`src/rtl/mc_control_fsm.sv`:
```
// mc_control_fsm
//   Multicycle control FSM for a 32-bit MIPS-like datapath. One instruction is in flight at a
//   time. Each instruction is sequenced through FETCH/DECODE/EXEC/MEM/WB using the IR
//   opcode/funct fields, the ALU zero flag and the memory mem_ready handshake.
//
// Parameters
//   ILLEGAL_TRAP  1: an unsupported instruction parks the FSM in HALT until reset.
//                 0: the unsupported instruction is skipped and the FSM returns to FETCH.
//
// Ports
//   clk, rst             rising-edge clock; asynchronous active-high reset
//   opcode, funct        IR[31:26] and IR[5:0], valid from DECODE onward
//   zero                 ALU zero flag, used only in BRANCH
//   mem_ready            memory handshake, sampled only in FETCH, MEM_RD and MEM_WR
//   state_o              current state, for debug
//   pc_write .. halted   datapath enables and selects, combinational from the state
//
// Every output is held at zero while rst is high, so a reset during a memory access
// drops the request immediately.
module mc_control_fsm #(
  parameter int unsigned ILLEGAL_TRAP = 1
) (
  input  logic       clk,
  input  logic       rst,
  input  logic [5:0] opcode,
  input  logic [5:0] funct,
  input  logic       zero,
  input  logic       mem_ready,
  output logic [3:0] state_o,
  output logic       pc_write,
  output logic       iord,
  output logic       mem_read,
  output logic       mem_write,
  output logic       ir_write,
  output logic       reg_write,
  output logic       reg_dst,
  output logic       mem_to_reg,
  output logic [1:0] alu_src_a,
  output logic [2:0] alu_src_b,
  output logic [3:0] alu_sel,
  output logic [1:0] pc_source,
  output logic       illegal,
  output logic       halted
);

  localparam logic [3:0] StFetch   = 4'd0;
  localparam logic [3:0] StDecode  = 4'd1;
  localparam logic [3:0] StMemAddr = 4'd2;
  localparam logic [3:0] StMemRd   = 4'd3;
  localparam logic [3:0] StMemWb   = 4'd4;
  localparam logic [3:0] StMemWr   = 4'd5;
  localparam logic [3:0] StRExec   = 4'd6;
  localparam logic [3:0] StRWb     = 4'd7;
  localparam logic [3:0] StBranch  = 4'd8;
  localparam logic [3:0] StJump    = 4'd9;
  localparam logic [3:0] StIExec   = 4'd10;
  localparam logic [3:0] StIWb     = 4'd11;
  localparam logic [3:0] StHalt    = 4'd12;

  localparam logic [5:0] OpRtype = 6'b000000;
  localparam logic [5:0] OpJ     = 6'b000010;
  localparam logic [5:0] OpBeq   = 6'b000100;
  localparam logic [5:0] OpBne   = 6'b000101;
  localparam logic [5:0] OpAddi  = 6'b001000;
  localparam logic [5:0] OpAndi  = 6'b001100;
  localparam logic [5:0] OpOri   = 6'b001101;
  localparam logic [5:0] OpXori  = 6'b001110;
  localparam logic [5:0] OpLui   = 6'b001111;
  localparam logic [5:0] OpLw    = 6'b100011;
  localparam logic [5:0] OpSw    = 6'b101011;

  localparam logic [3:0] AluAdd = 4'b0000;
  localparam logic [3:0] AluSub = 4'b0001;
  localparam logic [3:0] AluAnd = 4'b0010;
  localparam logic [3:0] AluOr  = 4'b0011;
  localparam logic [3:0] AluXor = 4'b0100;
  localparam logic [3:0] AluLui = 4'b0101;
  localparam logic [3:0] AluSll = 4'b0110;
  localparam logic [3:0] AluSrl = 4'b0111;
  localparam logic [3:0] AluSra = 4'b1000;

  logic [3:0] state_q, state_d;
  logic       r_legal, r_shift;
  logic [3:0] r_sel;
  logic       op_legal;

  always_ff @(posedge clk or posedge rst) begin
    if (rst) begin
      state_q <= StFetch;
    end else begin
      state_q <= state_d;
    end
  end

  assign state_o = state_q;

  // R-type funct decode: ALU operation and whether the shift datapath (B, shamt) is used.
  always_comb begin
    r_legal = 1'b1;
    r_shift = 1'b0;
    r_sel   = AluAdd;
    case (funct)
      6'b100000: r_sel = AluAdd;
      6'b100010: r_sel = AluSub;
      6'b100100: r_sel = AluAnd;
      6'b100101: r_sel = AluOr;
      6'b100110: r_sel = AluXor;
      6'b000000: begin r_sel = AluSll; r_shift = 1'b1; end
      6'b000010: begin r_sel = AluSrl; r_shift = 1'b1; end
      6'b000011: begin r_sel = AluSra; r_shift = 1'b1; end
      default:   r_legal = 1'b0;
    endcase
  end

  always_comb begin
    case (opcode)
      OpRtype: op_legal = r_legal;
      OpLw, OpSw, OpBeq, OpBne, OpJ,
      OpAddi, OpAndi, OpOri, OpXori, OpLui: op_legal = 1'b1;
      default: op_legal = 1'b0;
    endcase
  end

  always_comb begin
    state_d    = StFetch;
    pc_write   = 1'b0;
    iord       = 1'b0;
    mem_read   = 1'b0;
    mem_write  = 1'b0;
    ir_write   = 1'b0;
    reg_write  = 1'b0;
    reg_dst    = 1'b0;
    mem_to_reg = 1'b0;
    alu_src_a  = 2'b00;
    alu_src_b  = 3'b000;
    alu_sel    = AluAdd;
    pc_source  = 2'b00;
    illegal    = 1'b0;
    halted     = 1'b0;

    case (state_q)
      StFetch: begin
        // PC + 4 goes straight back into the PC in the same cycle the IR is loaded.
        mem_read  = 1'b1;
        alu_src_b = 3'b001;
        ir_write  = mem_ready;
        pc_write  = mem_ready;
        state_d   = mem_ready ? StDecode : StFetch;
      end
      StDecode: begin
        // Speculatively compute the branch target into ALUOut.
        alu_src_b = 3'b101;
        if (!op_legal) begin
          illegal = 1'b1;
          state_d = (ILLEGAL_TRAP != 0) ? StHalt : StFetch;
        end else begin
          case (opcode)
            OpRtype:      state_d = StRExec;
            OpLw, OpSw:   state_d = StMemAddr;
            OpBeq, OpBne: state_d = StBranch;
            OpJ:          state_d = StJump;
            default:      state_d = StIExec;
          endcase
        end
      end
      StRExec: begin
        alu_sel = r_sel;
        if (r_shift) begin
          alu_src_a = 2'b10;
          alu_src_b = 3'b100;
        end else begin
          alu_src_a = 2'b01;
          alu_src_b = 3'b000;
        end
        state_d = StRWb;
      end
      StRWb: begin
        reg_write = 1'b1;
        reg_dst   = 1'b1;
        state_d   = StFetch;
      end
      StMemAddr: begin
        alu_src_a = 2'b01;
        alu_src_b = 3'b010;
        state_d   = (opcode == OpLw) ? StMemRd : StMemWr;
      end
      StMemRd: begin
        mem_read = 1'b1;
        iord     = 1'b1;
        state_d  = mem_ready ? StMemWb : StMemRd;
      end
      StMemWb: begin
        reg_write  = 1'b1;
        mem_to_reg = 1'b1;
        state_d    = StFetch;
      end
      StMemWr: begin
        mem_write = 1'b1;
        iord      = 1'b1;
        state_d   = mem_ready ? StFetch : StMemWr;
      end
      StBranch: begin
        alu_src_a = 2'b01;
        alu_sel   = AluSub;
        pc_source = 2'b01;
        pc_write  = (opcode == OpBeq) ? zero : ~zero;
        state_d   = StFetch;
      end
      StJump: begin
        pc_source = 2'b10;
        pc_write  = 1'b1;
        state_d   = StFetch;
      end
      StIExec: begin
        alu_src_a = 2'b01;
        case (opcode)
          OpAddi: begin alu_sel = AluAdd; alu_src_b = 3'b010; end
          OpAndi: begin alu_sel = AluAnd; alu_src_b = 3'b011; end
          OpOri:  begin alu_sel = AluOr;  alu_src_b = 3'b011; end
          OpXori: begin alu_sel = AluXor; alu_src_b = 3'b011; end
          OpLui:  begin alu_sel = AluLui; alu_src_a = 2'b11; alu_src_b = 3'b000; end
          default: ;
        endcase
        state_d = StIWb;
      end
      StIWb: begin
        reg_write = 1'b1;
        state_d   = StFetch;
      end
      StHalt: begin
        halted  = 1'b1;
        state_d = StHalt;
      end
      default: state_d = StFetch;
    endcase

    if (rst) begin
      pc_write   = 1'b0;
      iord       = 1'b0;
      mem_read   = 1'b0;
      mem_write  = 1'b0;
      ir_write   = 1'b0;
      reg_write  = 1'b0;
      reg_dst    = 1'b0;
      mem_to_reg = 1'b0;
      alu_src_a  = 2'b00;
      alu_src_b  = 3'b000;
      alu_sel    = AluAdd;
      pc_source  = 2'b00;
      illegal    = 1'b0;
      halted     = 1'b0;
    end
  end

endmodule
```
`config.mk`:
```
export PLATFORM = sky130hd
export DESIGN_NAME = mc_control_fsm
export DESIGN_NICKNAME = d
export VERILOG_FILES = /design/src/rtl/mc_control_fsm.sv
export SDC_FILE = /design/constraint.sdc
export NUM_CORES = 1
export LEC_CHECK = 0
export BUFFER_PORTS_ARGS = -buffer_cell sky130_fd_sc_hd__buf_2
export CORE_MARGIN = 2
export CORE_UTILIZATION = 44
export DETAILED_ROUTE_END_ITERATION = 10
export GPL_TIMING_DRIVEN = 1
export PLACE_DENSITY = 0.88
export SETUP_SLACK_MARGIN = 0.15
export SYNTH_ARGS = -nofsm -noshare
export SYNTH_HDL_FRONTEND = slang
export SYNTH_SLANG_ARGS = --single-unit
```
`constraint.sdc`:
```
create_clock -name clk -period 1.4 [get_ports clk]
set_input_delay 0.14 -clock clk [delete_from_list [all_inputs] [get_ports clk]]
set_output_delay 0.14 -clock clk [all_outputs]
set_load 0.03 [all_outputs]
```
==> results of run 1 <==
==> per-stage QoR <==
stage	TNS, ps	cells	hold WS (ps)	util [%]	cell area, um2
CTS	-6880	259	25.1	95.0	2080
detailed placement	-2680	241	265	76.7	1680
global placement	-1940	241	255	76.7	1680
floorplan	-2830	143	-61.2	-	1260
==> Yosys cell counts, drive strengths merged (2+ instances only) <==
cell / instances / share of area [%]
or3: 3 / 1.9
nor3b: 5 / 3.7
nand3b: 3 / 2.2
o22ai: 3 / 1.9
inv: 2 / 0.74
o32a: 2 / 2.0
xnor2: 2 / 1.7
nor2: 14 / 5.4
nand3: 4 / 2.0
o21ai: 7 / 3.8
buf: 7 / 7.8
a211oi: 2 / 2.0
nor3: 11 / 6.6
a21oi: 15 / 7.4
dfrtp: 4 / 9.9
nand2: 15 / 5.6
mux2i: 2 / 2.0
nand2b: 5 / 4.6
nor4b: 3 / 2.6
nor2b: 5 / 3.1
clkbuf: 7 / 4.6
a31oi: 2 / 1.2
nor4: 7 / 5.6
==> timing repair <==
action                                  in CTS
hold buffers                                 0
pin swaps                                    9
cloned                                       0
endpoints found under the setup margin      26
setup buffers                               15
gates resized for setup                     73
endpoints found under the hold margin        0
==> cells by family after synthesis <==
group	after synthesis	share of synthesized area (%)
buffers and inverters	16	13.1
multiplexers	2	1.98
AND/OR/NAND/NOR	78	45.7
AO/OA/AOI/OAI	41	27.6
XOR/XNOR	2	1.73
flip-flops	4	9.90
==> results.sh, run 1 <==
export IMPL_status="aborted with a tool error"
export IMPL_haltStage="global routing (5_1_grt)"
export IMPL_error="[ERROR DPL-0038] Utilization greater than 100%, impossible to legalize"
export IMPL_synth_ff_type="dfrtp_1"
export IMPL_gp_congestion=0.898
export IMPL_syn_avg_cell_area_um2=7.07
export IMPL_postGrtWorstEndpoint="alu_sel[2]"
export IMPL_pin_count=41
export IMPL_netlist_instances=143
export IMPL_async_flop_share_pct=100
export IMPL_grt_max_degree=18
export IMPL_cts_root_buf="clkbuf_4"
export IMPL_synth_cell_types=46
export IMPL_endpoint_type="primary output"
export IMPL_clock_sinks=4
export IMPL_synth_edf_count=0
export IMPL_cts_inserted_buffers=3
export IMPL_chipHeight_um=51.9
export IMPL_preCtsSetupSlack_ps=-271
export IMPL_ys_seq_area_share_pct=9.90
export IMPL_die_w_um=51.9
export IMPL_synth_seq_cells=4
export IMPL_htreeDepth=1
export IMPL_initial_core_util_pct=46.1
export IMPL_cts_buffer_depth=2
export IMPL_yosysWarningCount=0
export IMPL_portBuffers=40
export IMPL_hpwl_um=3020
export IMPL_rows=17
export IMPL_synth_area_um2=1010
export IMPL_syn_nets=159
==> inputs of run 2 (changes only) <==
Settings changed: CORE_AREA set to 2 2 63 65, CORE_MARGIN 2 to unset, CORE_UTILIZATION 44 to unset, DIE_AREA set to 0 0 65 67, PLACE_DENSITY 0.88 to unset, PLACE_DENSITY_LB_ADDON set to 0.15, SETUP_SLACK_MARGIN 0.15 to unset.
Clock period 1.4 ns to 1.8 ns, I/O delays scaled along.
==> run 2 against run 1 <==
Against the previous run: the flow now finishes, with violations (negative setup slack); synthesized cell count did not move; synthesized area did not move.
==> results.sh, run 2 <==
export IMPL_initial_core_util_pct=28.0
export IMPL_gp_congestion=0.792
export IMPL_switching_share_pct=52.5
export IMPL_max_stage_delay_ps=430
export IMPL_grt_max_degree=21
export IMPL_synth_cell_types=46
export IMPL_clock_sinks=4
export IMPL_cts_root_buf="clkbuf_8"
export IMPL_comb_power_share_pct=77.9
export IMPL_die_area_um2=4360
export IMPL_cp_depth=6
export IMPL_drtPass1Iterations=4
export IMPL_pin_count=41
export IMPL_finalSetupTns_ps=-73.3
export IMPL_vias_per_cell=5.36
export IMPL_synth_seq_cells=4
export IMPL_grt_pass1_wl_um=5750
export IMPL_first_iter_violations=115
export IMPL_slew_violations=0
export IMPL_multi_input_area_um2=896
export IMPL_rsz0062_at_grt="true"
export IMPL_chipHeight_um=67
export IMPL_regArea_um2=104
export IMPL_ant_nets=0
export IMPL_post_drt_wl_per_cell_um=14.7
export IMPL_critPathCaptureType="primary output"
export IMPL_htreeDepth=1
export IMPL_syn_avg_cell_area_um2=7.07
export IMPL_area_delta_synth_final_pct=47.8
export IMPL_cts_buffer_depth=2
export IMPL_cts_tree="built"
export IMPL_worstPathArrival_ps=1690
export IMPL_final_hold_viol_count=0
export IMPL_syn_nets=159
export IMPL_required_ps=1620
export IMPL_ys_top_cells_by_area="dfrtp_1 (9.9%), a21oi_1 (7.4%), buf_6 (5.6%)"
export IMPL_overflow=0
export IMPL_power_switching_uw=818
export IMPL_hold_path_class="input pin to async pin"
export IMPL_fmax_mhz=536
export IMPL_netlist_top_cells_count="a21oi_1 (15), nand2_1 (15), nor2_1 (13)"
export IMPL_routed_wl_um=3480
export IMPL_p_leak_nw=0.600
export IMPL_cp_max_fo=5
export IMPL_timing_final_ws_setup_ps=-65.2
export IMPL_p_clk_share_pct=11.9
export IMPL_drc=0
export IMPL_portBuffers=40
export IMPL_core_area_um2=3610
export IMPL_clk_latency_ps=220
export IMPL_fillCellCount=384
export IMPL_cts_inserted_buffers=3
export IMPL_synth_area_um2=1010
export IMPL_vias=1271
export IMPL_pwr_density_cell_nw_per_um2=1040
export IMPL_final_period_utilization_pct=104
export IMPL_path_buf_inv=1
export IMPL_crit_top_cell="nand3_2"
export IMPL_n_antenna_cell=0
export IMPL_skew_ps=1.22
export IMPL_synth_edf_count=0
export IMPL_final_common_cell="buf_2"
export IMPL_status="finished with violations"
export IMPL_synth_largest_area_cell="dfrtp_1"
export IMPL_die_w_um=65
export IMPL_yosysWarningCount=0
export IMPL_post_route_util_pct=41.4
export IMPL_async_flop_share_pct=100
export IMPL_rows=22
export IMPL_slowest_stage="dfrtp_2"
export IMPL_cts_hold_buffers=0
export IMPL_most_common_layout_cells="buf_2 (29), buf_4 (20), nand2_1 (14), nor2_1 (13), a21oi_1 (10)"
export IMPL_drive_gt1_share_pct=49.7
export IMPL_synth_top_area_share_pct=9.90
export IMPL_synth_ff_type="dfrtp_1"
export IMPL_largest_reg_flops=4
export IMPL_critPathKind="flop to primary output"
export IMPL_layout_nets=207
export IMPL_path_delay_family="simple AND/OR/NAND/NOR gates"
export IMPL_failed_checks="negative setup slack"
export IMPL_ys_seq_area_share_pct=9.90
export IMPL_vdd_drop_max_uv=372
export IMPL_path_cells="nor2b_4 -> nand3_2 -> nor3_4 -> nand3_2 -> a221oi_4 -> buf_6"
export IMPL_netlist_instances=143
export IMPL_hpwl_um=2640
export IMPL_first_global_vias=1192
export IMPL_seq_power_share_pct=10.2
export IMPL_max_slew_margin_rel_pct=66.5
export IMPL_grt_antenna_before_repair=0
export IMPL_setup_viol=3
export IMPL_p_int_uw=740
export IMPL_clk_pin_slew_ps=30
export IMPL_grtUsageTotal_pct=16.6
export IMPL_reg2regPathDepth=6
export IMPL_cp_start_kind="flop"
export IMPL_period_needed_ps=1870
export IMPL_maxCapViolations=0
export IMPL_tightest_slew_ps=497
## run 2: cell counts after synthesis
Identical to the previous run, type by type.
## run 2: final cells by class
type,count,share of cell area [%]
Multi-Input combinational cell,123,60.0
Timing Repair Buffer,57,25.8
Sequential cell,4,6.95
Tap cell,48,4.02
Clock buffer,3,2.76
Inverter,2,0.503
## run 2: final timing paths
kind | from | to | slack (ps)
setup / recovery | state_o[2] | alu_src_a[1] | -70
hold / removal | rst | state_o[2] | 130
setup reg to reg | state_o[0] | state_o[0] | 460
min in group clk | opcode[4] | state_o[3] | 400
hold reg to reg | state_o[3] | state_o[0] | 680
max in group asynchronous | rst | state_o[0] | 1550
## run 2: per-layer routing
metal	wire [um]	track usage, %	vias to the layer above
met5	0	0	-
met4	29	3.99	0
met3	213	2.03	5
met2	1600	27.1	45
met1	1630	23.1	591
li1	-	-	630
## run 2: stage by stage
| step | cell area (um2) | cells | setup slack [ps] | total power [mW] | hold slack (ps) |
|---|---|---|---|---|---|
| 2_1_floorplan | 1070 | 143 | -234 | 1.00 | -21.8 |
| 3_3_place_gp | 1310 | 230 | 121 | 1.23 | 361 |
| 3_5_place_dp | 1310 | 230 | 52.5 | 1.23 | 353 |
| 4_1_cts | 1420 | 237 | -63.6 | 1.49 | 131 |
| 5_1_grt | 1490 | 237 | -133 | 1.67 | 157 |
| 6_report | 1490 | 237 | -65.2 | 1.56 | 134 |
## run 2: cell families after synthesis
logic type                count (synthesis)  share of synthesized area [%]
AOI/OAI and AO/OA                        41                           27.6
xor gates and xnor gates                  2                           1.73
buffers and inverters                    16                           13.1
DFF                                       4                           9.90
muxes                                     2                           1.98
and+or+nand+nor                          78                           45.7
## run 2: worst reg2reg max path, stage by stage, from the launching register on
cell,delay [ps]
dfrtp_2,340
buf_4,220
nand2b_1,100
buf_4,170
nor4_1,200
a21oi_1,110
o22ai_1,120
## run 2: power groups by stage
stage	combinational (mW)	sequential (mW)	clock, mW
after global routing	1.31	0.164	0.196
after floorplan	0.792	0.213	0
after CTS	1.15	0.151	0.185
after detailed placement	1.08	0.150	0
after global placement	1.08	0.149	0
final	1.21	0.158	0.186
## run 2: what timing repair did
action                                  in CTS  in global routing
cloned                                       0                  0
gates resized for setup                     15                 19
endpoints found under the setup margin      10                 14
setup buffers                                4                  0
pin swaps                                    3                  5
Note: power is estimated with default switching activity, not from simulation.
